==> src/rtl/row_scanout.sv <==
// VGA scan-out of the displayed half of a ping-pong row buffer: reads, colours and
// clears each pixel behind the beam, and hands the other bank to the drawer once per row.
module row_scanout #(
  parameter int          H_ACTIVE   = 640,
  parameter int          H_FP       = 16,
  parameter int          H_SYNC     = 96,
  parameter int          H_BP       = 48,
  parameter int          V_ACTIVE   = 480,
  parameter int          V_FP       = 10,
  parameter int          V_SYNC     = 2,
  parameter int          V_BP       = 33,
  parameter int          ROW_W      = 480,
  parameter int          X_OFFSET   = 80,
  parameter logic [23:0] BORDER_RGB = 24'h202020,
  parameter logic [23:0] BG_RGB     = 24'h000000
) (
  input  logic        clk,
  input  logic        reset,
  output logic [8:0]  address_read_row,
  input  logic [23:0] data_read_row,
  output logic [8:0]  address_clear_row,
  output logic        wren_clear,
  output logic        bank_sel,
  output logic        swap,
  output logic [7:0]  vga_r,
  output logic [7:0]  vga_g,
  output logic [7:0]  vga_b,
  output logic        vga_hs,
  output logic        vga_vs,
  output logic        vga_de,
  output logic        frame_start
);

  localparam int H_TOTAL = H_ACTIVE + H_FP + H_SYNC + H_BP;
  localparam int V_TOTAL = V_ACTIVE + V_FP + V_SYNC + V_BP;

  // Stage 0: raster counters and everything derived combinationally from them
  logic [9:0] h_cnt;
  logic [9:0] v_cnt;
  logic       h_last;
  logic       v_last;
  logic       s0_de;
  logic       s0_hs;
  logic       s0_vs;
  logic       s0_fs;
  logic       s0_in_win;

  assign h_last = (h_cnt == 10'(H_TOTAL - 1));
  assign v_last = (v_cnt == 10'(V_TOTAL - 1));

  always_ff @(posedge clk) begin
    if (reset) begin
      h_cnt <= '0;
      v_cnt <= '0;
    end else if (h_last) begin
      h_cnt <= '0;
      v_cnt <= v_last ? '0 : v_cnt + 10'd1;
    end else begin
      h_cnt <= h_cnt + 10'd1;
    end
  end

  assign s0_de     = (h_cnt < 10'(H_ACTIVE)) && (v_cnt < 10'(V_ACTIVE));
  assign s0_hs     = !((h_cnt >= 10'(H_ACTIVE + H_FP)) &&
                       (h_cnt <  10'(H_ACTIVE + H_FP + H_SYNC)));
  assign s0_vs     = !((v_cnt >= 10'(V_ACTIVE + V_FP)) &&
                       (v_cnt <  10'(V_ACTIVE + V_FP + V_SYNC)));
  assign s0_fs     = (h_cnt == 10'd0) && (v_cnt == 10'd0);
  assign s0_in_win = (v_cnt < 10'(V_ACTIVE)) &&
                     (h_cnt >= 10'(X_OFFSET)) &&
                     (h_cnt <  10'(X_OFFSET + ROW_W));

  assign address_read_row = s0_in_win ? 9'(h_cnt - 10'(X_OFFSET)) : 9'd0;

  // Last line of the frame preloads row 0; visible line k preloads row k+1
  assign swap = h_last && (v_last || (v_cnt < 10'(V_ACTIVE - 1)));

  // The flip lands on the same edge as h_cnt -> 0, so the drawer gets a full line
  always_ff @(posedge clk) begin
    if (reset) bank_sel <= 1'b0;
    else if (swap) bank_sel <= ~bank_sel;
  end

  // Stage 1: read data arrives; the pixel just read is cleared in the same bank.
  // The last in-window clear happens at h = X_OFFSET+ROW_W, long before the bank
  // flips at the line wrap, so the live bank_sel is always the bank it was read from.
  logic       s1_de;
  logic       s1_hs;
  logic       s1_vs;
  logic       s1_fs;
  logic       s1_in_win;
  logic [8:0] s1_addr;

  always_ff @(posedge clk) begin
    if (reset) begin
      s1_de     <= 1'b0;
      s1_hs     <= 1'b1;
      s1_vs     <= 1'b1;
      s1_fs     <= 1'b0;
      s1_in_win <= 1'b0;
      s1_addr   <= '0;
    end else begin
      s1_de     <= s0_de;
      s1_hs     <= s0_hs;
      s1_vs     <= s0_vs;
      s1_fs     <= s0_fs;
      s1_in_win <= s0_in_win;
      s1_addr   <= address_read_row;
    end
  end

  assign wren_clear        = s1_in_win;
  assign address_clear_row = s1_addr;

  // Stage 2: colour selection and registered pins
  logic [23:0] pix_next;
  logic [23:0] rgb;

  always_comb begin
    pix_next = '0;
    if (s1_de) begin
      if (!s1_in_win)                pix_next = BORDER_RGB;
      else if (data_read_row == '0)  pix_next = BG_RGB;
      else                           pix_next = data_read_row;
    end
  end

  always_ff @(posedge clk) begin
    if (reset) begin
      rgb         <= '0;
      vga_hs      <= 1'b1;
      vga_vs      <= 1'b1;
      vga_de      <= 1'b0;
      frame_start <= 1'b0;
    end else begin
      rgb         <= pix_next;
      vga_hs      <= s1_hs;
      vga_vs      <= s1_vs;
      vga_de      <= s1_de;
      frame_start <= s1_fs;
    end
  end

  assign vga_r = rgb[23:16];
  assign vga_g = rgb[15:8];
  assign vga_b = rgb[7:0];

endmodule
==> config.mk <==
export PLATFORM = sky130hd
export DESIGN_NAME = row_scanout
export DESIGN_NICKNAME = d
export VERILOG_FILES = /design/src/rtl/row_scanout.sv
export SDC_FILE = /design/constraint.sdc
export NUM_CORES = 1
export LEC_CHECK = 0
export CORE_ASPECT_RATIO = 2
export CORE_MARGIN = 3
export CORE_UTILIZATION = 50
export DETAILED_ROUTE_END_ITERATION = 7
export GPL_TIMING_DRIVEN = 0
export PLACE_DENSITY = 0.84
export SETUP_SLACK_MARGIN = 0.05
export SLEW_MARGIN = 15
export SYNTH_ARGS = -nofsm -noshare
export SYNTH_HDL_FRONTEND = slang
export SYNTH_SLANG_ARGS = --single-unit
==> constraint.sdc <==
create_clock -name clk -period 5.7 [get_ports clk]
set_input_delay 1.425 -clock clk [delete_from_list [all_inputs] [get_ports clk]]
set_output_delay 1.425 -clock clk [all_outputs]
set_load 0.05 [all_outputs]
==> flow_metrics.env, run 1 <==
export IMPL_n_antenna_cell=0
export IMPL_fin_tns_setup_ns=0
export IMPL_final_cells=409
export IMPL_worstSetupEndpointType="primary output"
export IMPL_status="complete, no violations"
export IMPL_globalplace_congestion=0.824
export IMPL_synth_seq_area_share=0.505
export IMPL_cp_required_ns=4.28
export IMPL_io_buffers=74
export IMPL_max_freq_mhz=226
export IMPL_drtIter0Drc=40
export IMPL_setup_violations_final=0
export IMPL_hold_path_class="flip-flop to flip-flop"
export IMPL_place_ws_ns=1.70
export IMPL_crit_type="flip-flop to primary output"
export IMPL_layout_nets=384
export IMPL_post_cts_buffers=0
export IMPL_yosysWarnings=0
export IMPL_vias=2185
export IMPL_dpl_cell_area_sq_um=3310
export IMPL_io_pins=75
export IMPL_viasPerCell=5.34
export IMPL_arrival_ns=2.99
export IMPL_numCtsBuffers=9
export IMPL_syn_area_per_cell_sq_um=9.47
export IMPL_finalWorstSetupSlack_ns=1.28
export IMPL_maxSlewHeadroom=0.642
export IMPL_worstMarginPinSlew_ns=0.535
export IMPL_p_total_mw=0.937
export IMPL_dr_pass1_iters=4
export IMPL_htreeDepth=3
export IMPL_core_region_area_sq_um=4730
export IMPL_path_clk_slew_ns=0.08
export IMPL_initial_utilization=0.529
export IMPL_syn_inst=264
export IMPL_die_x_um=56
export IMPL_cp_start_kind="flip-flop"
export IMPL_drv_cap=0
export IMPL_maxSlewViolCount=0
export IMPL_dp_cells=393
export IMPL_cts_tree="yes"
export IMPL_clk_path_buf_depth=2
export IMPL_skew_ns=0.00642
export IMPL_syn_nets=299
export IMPL_grt_overflow_total=0
export IMPL_area_growth_pct=41.6
export IMPL_post_drt_wl_per_cell_um=15.2
export IMPL_powerDensity_nw_per_um2=265
export IMPL_finalHoldViolCount=0
export IMPL_drc=0
export IMPL_dieArea_sq_um=5940
export IMPL_post_route_period_util=0.775
export IMPL_grt_pass1_vias=2225
export IMPL_ir_drop_v=0.000228
export IMPL_rsz0062_at_grt="false"
export IMPL_antenna_found_initial=0
export IMPL_clk_latency_ns=0.33
export IMPL_final_layout_size_suffix_gt1_frac=0.0932
export IMPL_p_leak_nw=1.37
export IMPL_cts_sinks=63
export IMPL_gr_usage_all_layers=0.223
export IMPL_fillers=324
export IMPL_hpwlAfterDp_mm=4.53
export IMPL_syn_area_sq_um=2500
export IMPL_rows=35
export IMPL_cp_max_fo=10
export IMPL_hold_buffers=0
export IMPL_ys_seq_elements=63
export IMPL_cts_resized=0
export IMPL_fin_crit_ns=4.42
export IMPL_grt_pass1_wl_mm=10.3
export IMPL_root_buffer="clkbuf_8"
export IMPL_finalWirelength_mm=6.20
export IMPL_grt_start_max_net_pins=13
export IMPL_die_h_um=106
export IMPL_regArea_sq_um=1260
export IMPL_ant_nets=0
export IMPL_synth_cell_type_count=46
export IMPL_multiInputGateArea_sq_um=1120
export IMPL_final_area_sq_um=3540
[cell usage in the layout, fill, tap and decap left out, types with 2 or more instances in the layout]
cell type        count
clkdlybuf4s50_1     74
clkbuf_1             5
xnor2_1              9
nand4_1              6
clkbuf_8            10
nand2_1             12
and3_1              10
o31ai_1              3
or4_1                2
dfxtp_1             63
nor2_1              26
or3_1                2
inv_1               16
clkinvlp_4           2
and2_1              15
nand3_1             10
a21oi_1             11
nor2b_1              5
o21ai_0              6
nor4_1               8
bufinv_16            2
nor3_1              11
ha_1                 9
xor2_1               5
o41ai_1              2
or2_2                2
buf_2                3
[power breakdown]
group          switching [mW]  internal (mW)
clock                   0.180          0.260
combinational          0.0241         0.0243
sequential            0.00313          0.445
total                   0.208          0.729
[critical path, stage by stage (launching register included)]
cell	delay, ns
dfxtp_1	0.50
ha_1	0.47
nand4_1	0.14
a31o_2	0.22
buf_2	0.17
buf_2	0.20
nor2_1	0.13
clkdlybuf4s50_1	0.82
[state kept, by name (all words and copies together), names as in the netlist]
| name | count |
|---|---|
| rgb | 24 |
| h_cnt | 10 |
| v_cnt | 10 |
| address_clear_row | 9 |
| bank_sel | 1 |
| frame_start | 1 |
| s1_de | 1 |
| s1_fs | 1 |
| s1_hs | 1 |
| s1_vs | 1 |
| vga_de | 1 |
| vga_hs | 1 |
| vga_vs | 1 |
| wren_clear | 1 |
[cell type report]
class,instances,share of cell area
Clock buffer,10,0.0389
Buffer,11,0.0152
Sequential cell,63,0.356
Timing Repair Buffer,74,0.209
Multi-Input combinational cell,174,0.318
Tap cell,55,0.0194
Clock inverter,6,0.0262
Inverter,16,0.0170
[synth_stat cells, drive strengths merged]
library cell | n | area (sq um)
nor2b | 5 | 31.3
and3b | 1 | 8.76
nand2 | 12 | 45.0
and3 | 11 | 70.1
a41oi | 1 | 8.76
or2b | 1 | 7.51
clkbuf | 6 | 23.8
and2 | 15 | 93.8
or2 | 2 | 12.5
a2111oi | 1 | 8.76
ha | 9 | 113
nand4 | 7 | 58.8
nand2b | 1 | 6.26
a31o | 1 | 8.76
xor2 | 5 | 43.8
o21ai | 6 | 30.0
and4bb | 1 | 16.3
xnor2 | 9 | 78.8
inv | 16 | 60.1
o41ai | 2 | 17.5
and4 | 1 | 8.76
nor3 | 11 | 55.1
or4 | 3 | 26.3
or3 | 3 | 20.0
buf | 5 | 30.0
o31ai | 3 | 22.5
a21oi | 12 | 63.8
nor4 | 8 | 50.1
nand3 | 11 | 67.6
dfxtp | 63 | 1260
a31oi | 1 | 6.26
nor4b | 1 | 8.76
nor3b | 1 | 7.51
o21bai | 1 | 11.3
mux2 | 1 | 11.3
nor2 | 26 | 97.6
o2111ai | 1 | 8.76
[layer usage]
metal  vias to the layer above  global-route usage  share of wire
met5                         -                   0              0
met4                         0              0.0900          0.016
met3                         8              0.0559          0.045
met2                        76               0.437           0.58
met1                      1026               0.209           0.36
li1                       1075                   -              -
[cells by family after synthesis]
logic type / Yosys count / synth area share
buffers and inverters: 27 / 0.0455
multiplexers: 1 / 0.00450
AO/OA/AOI/OAI: 29 / 0.0746
adder cells (fa/ha/maj): 9 / 0.0450
flip-flops: 63 / 0.505
AND/OR/NAND/NOR: 121 / 0.277
XOR/XNOR: 14 / 0.0491
[stage by stage]
stage	hold slack, ns	utilization
finish	0.412	0.748
global route	0.435	0.748
CTS	0.410	0.748
detailed placement	0.398	0.700
global placement	0.393	0.700
floorplan	0.389	-
[worst paths after layout]
path / end / from / cells after the start / slack (ns)
max: address_read_row[4] / h_cnt[4] / 7 / 1.28
min: vga_hs / s1_hs / 1 / 0.41
max reg2reg: v_cnt[7] / h_cnt[4] / 4 / 3.78
min reg2reg: vga_hs / s1_hs / 1 / 0.41
Power figures use the tool's default switching activity.
==> run 2, diff against run 1 <==
- CORE_UTILIZATION: 50 -> 42
- PLACE_DENSITY: 0.84 -> 0.75
- clock period: 5.7 -> 3.7 ns (I/O delays scaled with it)
==> run 2 against run 1 <==
Wire length down 1.2%. Sequential share of layout area down 0.37 points. Utilization shrank 13 points. Die area up 17%. Clock skew decreased by 0.0014 ns. Critical endpoint is now swap. Setup slack lost 1.0 ns. Combinational power is 55% higher. Non-clock buffer count unchanged.
==> flow_metrics.env, run 2 (same netlist as run 1, synthesis figures left out) <==
export IMPL_comb_power_share=0.047
export IMPL_cp_required_ns=2.77
export IMPL_globalplace_congestion=0.880
export IMPL_fillers=497
export IMPL_grt_pass1_wl_mm=9.66
export IMPL_skew_ns=0.00504
export IMPL_maxSlewHeadroom=0.623
export IMPL_rrSetupSlack_ns=1.82
export IMPL_n_antenna_cell=0
export IMPL_ir_drop_v=0.000369
export IMPL_dpl_cell_area_sq_um=3320
export IMPL_drv_cap=0
export IMPL_setup_violations_final=0
export IMPL_use_met2=0.350
export IMPL_final_cell_mix="clkdlybuf4s50_1, dfxtp_1, nor2_1"
export IMPL_final_common_cell="clkdlybuf4s50_1"
export IMPL_dp_cells=399
export IMPL_vias=2174
export IMPL_top_register="rgb"
export IMPL_fin_crit_ns=3.44
export IMPL_path_clk_slew_ns=0.05
export IMPL_grt_util_met3=0.0652
export IMPL_use_met1=0.168
export IMPL_die_x_um=60.6
export IMPL_htreeDepth=3
export IMPL_grt_busiest_layer="met2"
export IMPL_io_pins=75
export IMPL_maxSlewViolCount=0
export IMPL_arrival_ns=2.52
export IMPL_clockPowerShare=0.520
export IMPL_dr_pass1_iters=4
export IMPL_final_cells=414
export IMPL_initial_utilization=0.434
export IMPL_post_drt_wl_per_cell_um=14.8
export IMPL_clk_latency_ns=0.32
export IMPL_die_h_um=115
export IMPL_powerDensity_nw_per_um2=447
export IMPL_rsz0062_at_grt="false"
export IMPL_cts_tree="yes"
export IMPL_whs_ns=0.405
export IMPL_grt_start_max_net_pins=11
export IMPL_hold_path_class="flip-flop to flip-flop"
export IMPL_root_buffer="clkbuf_16"
export IMPL_final_layout_size_suffix_gt1_frac=0.113
export IMPL_drc=0
export IMPL_grt_overflow_total=0
export IMPL_core_region_area_sq_um=5760
export IMPL_ant_nets=0
export IMPL_reg_largest_list="rgb: 24 flops, h_cnt: 10 flops, v_cnt: 10 flops"
export IMPL_io_buffers=74
export IMPL_cts_sinks=63
export IMPL_hpwlAfterDp_mm=4.63
export IMPL_crit_path_start="h_cnt[0]"
export IMPL_final_area_sq_um=3580
export IMPL_antenna_found_initial=0
export IMPL_largest_register_ffs=24
export IMPL_rows=39
export IMPL_grt_pass1_vias=2108
export IMPL_fin_tns_setup_ns=0
export IMPL_status="complete, no violations"
export IMPL_max_freq_mhz=291
export IMPL_cp_start_kind="flip-flop"
export IMPL_reg2reg_from="h_cnt[4]"
export IMPL_crit_type="flip-flop to primary output"
export IMPL_p_leak_nw=1.42
export IMPL_post_route_period_util=0.930
export IMPL_seqPwrFrac=0.433
export IMPL_hold_buffers=0
export IMPL_worstMarginPinSlew_ns=0.564
export IMPL_worstSetupEndpointType="primary output"
export IMPL_gr_usage_all_layers=0.188
export IMPL_finalHoldViolCount=0
export IMPL_area_growth_pct=43.1
export IMPL_cp_max_fo=8
export IMPL_worstHoldStart="s1_hs"
export IMPL_drtIter0Drc=55
export IMPL_power_switching_mw=0.322
export IMPL_power_internal_mw=1.28
export IMPL_numCtsBuffers=9
export IMPL_clk_path_buf_depth=2
export IMPL_dieArea_sq_um=6970
export IMPL_viasPerCell=5.25
export IMPL_finalWirelength_mm=6.13
export IMPL_switching_share=0.202
export IMPL_layout_nets=384
run 2: cell types whose count changed in the layout (fill, tap and decap cells not counted), moves of 8 or more:
cell | previous run | this run
clkbuf_16 | 0 | 9
clkbuf_2 | 1 | 9
clkbuf_8 | 10 | 2
clkdlybuf4s50_1 | 74 | 65
run 2: final cells by class:
type | instances | area [sq um] | share of cell area
buffer | 11 | 53.8 | 0.0150
clock buffer | 12 | 256 | 0.0717
clock inverter | 3 | 42.5 | 0.0119
inverter | 16 | 60.1 | 0.0168
multi-input combinational | 174 | 1130 | 0.315
sequential | 63 | 1260 | 0.353
tap | 61 | 76.3 | 0.0213
timing repair buffer | 74 | 699 | 0.196
run 2: power groups by stage:
stage	registers (mW)	logic (mW)	clock network (mW)
final	0.692	0.0751	0.832
after floorplan	0.715	0.0205	0
after global placement	0.705	0.0744	0
after detailed placement	0.706	0.0746	0
after global routing	0.692	0.0811	0.880
after CTS	0.692	0.0754	0.851
run 2: worst paths after layout:
kind / endpoint / cells past startpoint
setup / recovery: swap / 6
hold / removal: vga_hs / 1
setup reg to reg: address_clear_row[5] / 8
hold reg to reg: vga_hs / 1
run 2: routing by layer:
metal | vias to the layer above | wire, um
met5 | - | 0
met4 | 0 | 145
met3 | 12 | 413
met2 | 77 | 3470
met1 | 1008 | 2100
li1 | 1077 | -
run 2: worst max-delay path, cell delays in order, from the launching register on:
cell and delay (ns):
dfxtp_1 0.39, ha_1 0.21, and3_1 0.15, buf_2 0.22, nand3_4 0.15, a21oi_1 0.22
clkdlybuf4s50_1 0.85
run 2: timing repair:
item | in CTS | in global routing
setup endpoints to repair | 9 | 8
buffers inserted | 0 | 0
gates resized for setup | 9 | 17
hold endpoints to repair | 0 | 0
run 2: per-stage QoR:
stage | worst slack, ns | total power [mW] | utilization
finish | 0.259 | 1.60 | 0.621
global route | 0.110 | 1.65 | 0.621
CTS | 0.0573 | 1.62 | 0.626
detailed placement | 0.149 | 0.780 | 0.576
global placement | 0.179 | 0.780 | 0.576
floorplan | 0.659 | 0.736 | -
==> run 3, diff against run 2 <==
- clock period: 3.7 -> 2.8 ns (I/O delays scaled with it)
==> run 3 against run 2 <==
Critical path type unchanged. Critical path depth rose by 1. Sequential power rose by 32%. Power rose by 32%. Hold slack barely moved. Sequential share of layout area fell by 1.7 points. First-iteration DRC count rose by 27%. Setup slack got worse by 0.17 ns. Combinational power rose by 33%. Design area rose by 5.8%. Non-clock buffer count rose by 7. Count of clock-buffer cells in the layout did not move. Die area did not move.
==> flow_metrics.env, run 3 (same netlist as run 1, synthesis figures left out) <==
export IMPL_status="complete, no violations"
export IMPL_clk_path_buf_depth=2
export IMPL_n_antenna_cell=0
export IMPL_p_leak_nw=1.49
export IMPL_path_cells="ha_4 > o41ai_2 > nand2_1 > a31o_4 > buf_12 > nor2_2 > buf_6"
export IMPL_largest_register_ffs=24
export IMPL_max_freq_mhz=369
export IMPL_gr_usage_all_layers=0.190
export IMPL_core_region_area_sq_um=5760
export IMPL_drv_cap=0
export IMPL_rows=39
export IMPL_drtIter0Drc=70
export IMPL_initial_utilization=0.434
export IMPL_crit_type="flip-flop to primary output"
export IMPL_dieArea_sq_um=6970
export IMPL_crit_slowest_cell="dfxtp_4"
export IMPL_hpwlAfterDp_mm=4.63
export IMPL_grt_pass1_wl_mm=9.79
export IMPL_post_drt_wl_per_cell_um=15.3
export IMPL_power_internal_mw=1.69
export IMPL_vias=2224
export IMPL_maxSlewHeadroom=0.623
export IMPL_rsz0062_at_grt="false"
export IMPL_final_common_cell="clkdlybuf4s50_1"
export IMPL_reg2reg_to="v_cnt[7]"
export IMPL_cts_tree="yes"
export IMPL_setup_violations_final=0
export IMPL_die_h_um=115
export IMPL_cp_max_fo=10
export IMPL_final_cell_mix="clkdlybuf4s50_1, dfxtp_1, nor2_1"
export IMPL_io_pins=75
export IMPL_clk_latency_ns=0.32
export IMPL_io_buffers=74
export IMPL_arrival_ns=2.01
export IMPL_antenna_found_initial=0
export IMPL_drc=0
export IMPL_switching_share=0.202
export IMPL_critPathMaxStageDelay_ns=0.37
export IMPL_finalHoldViolCount=0
export IMPL_grt_pass1_vias=2138
export IMPL_htreeDepth=3
export IMPL_r2r_cells=6
export IMPL_top_register="rgb"
export IMPL_worstMarginPinSlew_ns=0.564
export IMPL_dp_cells=399
export IMPL_reg2reg_from="h_cnt[0]"
export IMPL_area_growth_pct=51.4
export IMPL_worstHoldStart="s1_hs"
export IMPL_maxSlewViolCount=0
export IMPL_comb_power_share=0.047
export IMPL_cp_required_ns=2.10
export IMPL_root_buffer="clkbuf_16"
export IMPL_viasPerCell=5.28
export IMPL_worstSetupEndpointType="primary output"
export IMPL_reg_largest_list="rgb: 24 flops, h_cnt: 10 flops, v_cnt: 10 flops"
export IMPL_finalWirelength_mm=6.43
export IMPL_grt_start_max_net_pins=11
export IMPL_grt_overflow_total=0
export IMPL_cp_start_kind="flip-flop"
export IMPL_p_total_mw=2.11
export IMPL_numCtsBuffers=9
export IMPL_dr_pass1_iters=4
export IMPL_seqPwrFrac=0.432
export IMPL_cts_sinks=63
export IMPL_clockPowerShare=0.521
export IMPL_hold_path_class="flip-flop to flip-flop"
export IMPL_path_clk_slew_ns=0.05
export IMPL_hold_buffers=0
export IMPL_min_path_cells=1
export IMPL_post_route_period_util=0.968
export IMPL_final_cells=421
export IMPL_rrSetupSlack_ns=0.93
export IMPL_globalplace_congestion=0.880
export IMPL_skew_ns=0.00296
export IMPL_layout_nets=391
export IMPL_powerDensity_nw_per_um2=558
export IMPL_ant_nets=0
export IMPL_fin_crit_ns=2.71
export IMPL_power_switching_mw=0.426
export IMPL_ir_drop_v=0.000489
export IMPL_min_to="vga_hs"
export IMPL_final_layout_size_suffix_gt1_frac=0.186
export IMPL_die_x_um=60.6
run 3: critical path: cells and delay by family, from the launching register on:
| kind | cells | cell delay, ns |
|---|---|---|
| compound gates | 2 | 0.58 |
| fa+ha+maj | 1 | 0.18 |
| buf+inv | 2 | 0.32 |
| flops | 1 | 0.37 |
| simple gates | 2 | 0.24 |
run 3: per-stage QoR:
| stage | worst slack, ns | instance area, sq um | utilization | TNS (ns) | hold slack [ns] |
|---|---|---|---|---|---|
| 6_report | 0.0884 | 3780 | 0.657 | 0 | 0.405 |
| 5_1_grt | 0.00772 | 3780 | 0.657 | 0 | 0.429 |
| 4_1_cts | 0.0606 | 3650 | 0.635 | 0 | 0.406 |
| 3_5_place_dp | -0.526 | 3320 | 0.576 | -4.43 | 0.394 |
| 3_3_place_gp | -0.496 | 3320 | 0.576 | -4.21 | 0.392 |
| 2_1_floorplan | -0.0156 | 2500 | - | -0.0392 | 0.389 |
run 3: layout make-up:
| type | count | area (sq um) |
|---|---|---|
| Fill cell | 460 | 1970 |
| Sequential cell | 63 | 1270 |
| Multi-Input combinational cell | 174 | 1210 |
| Timing Repair Buffer | 83 | 811 |
| Clock buffer | 12 | 256 |
| Tap cell | 61 | 76.3 |
| Buffer | 9 | 60.1 |
| Inverter | 16 | 60.1 |
| Clock inverter | 3 | 42.5 |
run 3: what timing repair did:
action	in CTS	in global routing
pin swaps	0	1
hold endpoints to repair	0	0
endpoints found under the setup margin	10	10
cloned	0	0
setup buffers	2	7
resized for setup	74	24
run 3: power by group through the flow:
stage               clock (mW)  sequential, mW  combinational, mW
global placement             0           0.932             0.0983
CTS                       1.12           0.913             0.0996
detailed placement           0           0.933             0.0986
finish                    1.10           0.912              0.100
global route              1.16           0.913              0.108
floorplan                    0           0.945             0.0271
run 3: routing by layer:
metal  vias up  share of wire  global-route usage
met2        77           0.57               0.353
met4         0          0.018              0.0999
met3        11          0.064              0.0629
met5         -              0                   0
li1       1093              -                   -
met1      1043           0.35               0.173
run 3: worst max path at each step:
stage              from             endpoint  slack (ns)  depth (start not counted)
6_report       h_cnt[4]  address_read_row[8]        0.09                          7
5_1_grt        h_cnt[4]  address_read_row[8]       0.008                          7
4_1_cts        h_cnt[5]  address_read_row[3]        0.06                          9
3_5_place_dp   h_cnt[4]  address_read_row[8]       -0.53                          7
3_3_place_gp   h_cnt[4]  address_read_row[6]       -0.50                          7
2_1_floorplan  h_cnt[4]  address_read_row[6]       -0.02                          8
==> RTL edit: new RTL, flow settings as in run 2 <==
Take the reset off `rgb` and load it in a clocked block of its own.
--- a/src/rtl/row_scanout.sv
+++ b/src/rtl/row_scanout.sv
@@ -129,3 +129,2 @@
     if (reset) begin
-      rgb         <= '0;
       vga_hs      <= 1'b1;
@@ -135,3 +134,2 @@
     end else begin
-      rgb         <= pix_next;
       vga_hs      <= s1_hs;
@@ -143,2 +141,6 @@
 
+  always_ff @(posedge clk) begin
+    rgb <= pix_next;
+  end
+
   assign vga_r = rgb[23:16];
Formal check against the unedited RTL: differs if reset is asserted again (counterexample within 4 cycles, from zero or initial values and one cycle with reset high); with reset held inactive, the same outputs for 10 cycles.
==> RTL edit against run 2 <==
  * Routed wire length up 13%
  * Area after synthesis is 2.7% higher
  * Design area increased by 3.1%
  * Critical path depth did not move
  * Worst setup slack lost 39 ps
  * Count of clock-buffer cells in the layout did not move
  * Sequential cell count did not move
  * Cell count grew 1.7%
  * Power about the same
  * Combinational power grew 0.8%
  * Critical path type unchanged
  * Largest power group unchanged
==> RTL edit: results (changes against run 2) <==
Reg2Reg Setup Slack 1610 ps (-210 ps); Hold WS 411 ps (+6.38 ps); gpl congestion 0.884 (+0.49%); global-route wire length before repair 10.8 mm (+12%); Total GRT Usage 0.210 (+0.0219); Cell Int Power 1280 µW (about the same); fin cells 421 (+1.7%); Cell variety after synth 47 (+2.2%); nets@finish 391 (+1.8%); fin worst setup slack 220 ps (-39.3 ps); share of post-route cells with drive strength above 1 0.119 (+0.00613); initial drt markers 99 (+80%); Area contributors post-synth dfxtp_1 49%, nor2_1 5.6%, ha_1 4.4%; status finished clean; Slew HR 0.624 (+0.000870); placed cells 407 (+2.0%); Worst EP arrival 2560 ps (+40 ps); Seq/Total Area, Yosys 0.491 (-0.0133); Pleak 0.00145 µW (+2.5%); Worst Skew 6.48 ps (+1.44 ps); TritonRoute pass-1 iters 5 (+1); post-synthesis compound-gate area fraction 0.0599 (-0.0146); mux share of post-synthesis cell area 0 (-0.00450); Resized Gates After CTS 24 (+15); Commonest cells post-synth 63 x dfxtp_1, 38 x nor2_1, 15 x and2_1, 14 x nor4_1; post-synthesis adder-cell area fraction 0.0439 (-0.00119); Routed WL 6.91 mm (+13%); Post-Synth XOR/XNOR Area 0.0580 (+0.00894); vias in the first global route 2272 (+7.8%); final core occ 0.635 (+0.0140); maximum VDD drop 257 µV (-30%); Place WS -137 ps (-286 ps)
[RTL edit: cell count changes after synthesis, sizes merged, moves of 4 or more]
cell and change:
nor3 -9, nor4 +6, a21oi -7, nor2 +12
inv -4
[RTL edit: path summary, 6_finish.rpt]
path         cells after the start                 from                     to
max                              6  h_cnt[0]$_SDFF_PP0_                   swap
min                              1     s1_vs$_SDFF_PP1_      vga_vs$_SDFF_PP1_
max reg2reg                      5  h_cnt[0]$_SDFF_PP0_  v_cnt[7]$_SDFFE_PP0P_
min reg2reg                      1     s1_vs$_SDFF_PP1_      vga_vs$_SDFF_PP1_
[RTL edit: power by group through the flow]
stage	sequential (µW)	combinational [µW]	clock (µW)
after global routing	691	82.1	875
after CTS	691	76.1	847
after global placement	705	74.6	0
after detailed placement	705	75.2	0
after floorplan	715	20.4	0
final	691	75.7	833
[RTL edit: worst max-delay path, stage by stage (launching register included)]
cell             delay [ps]
dfxtp_1                 390
ha_1                    300
and3_1                  180
buf_2                   160
nand3_2                 180
a21oi_1                 180
clkdlybuf4s50_1         840
[RTL edit: routing by layer]
metal,vias to the layer above,routed length [µm],GRT usage
li1,1099,-,-
met1,1050,2220,0.190
met2,75,4150,0.397
met3,12,373,0.0531
met4,0,171,0.110
met5,-,0,0
[RTL edit: cell type report]
cell class	count	area, µm²
multi-input cells	182	1200
fillers	494	2120
plain buffers	14	63.8
clock buffers	12	256
repair buffers	74	744
inverters	12	45.0
flip-flops and latches	63	1260
well taps	61	76.3
clock inverters	3	42.5
[RTL edit: cell families (layout without fill, tap and decap cells)]
logic type      Yosys count  in the layout
compound gates           21             21
buf+inv                  27            115
xor+xnor                 17             17
simple gates            135            135
fa+ha+maj                 9              9
flops                    63             63
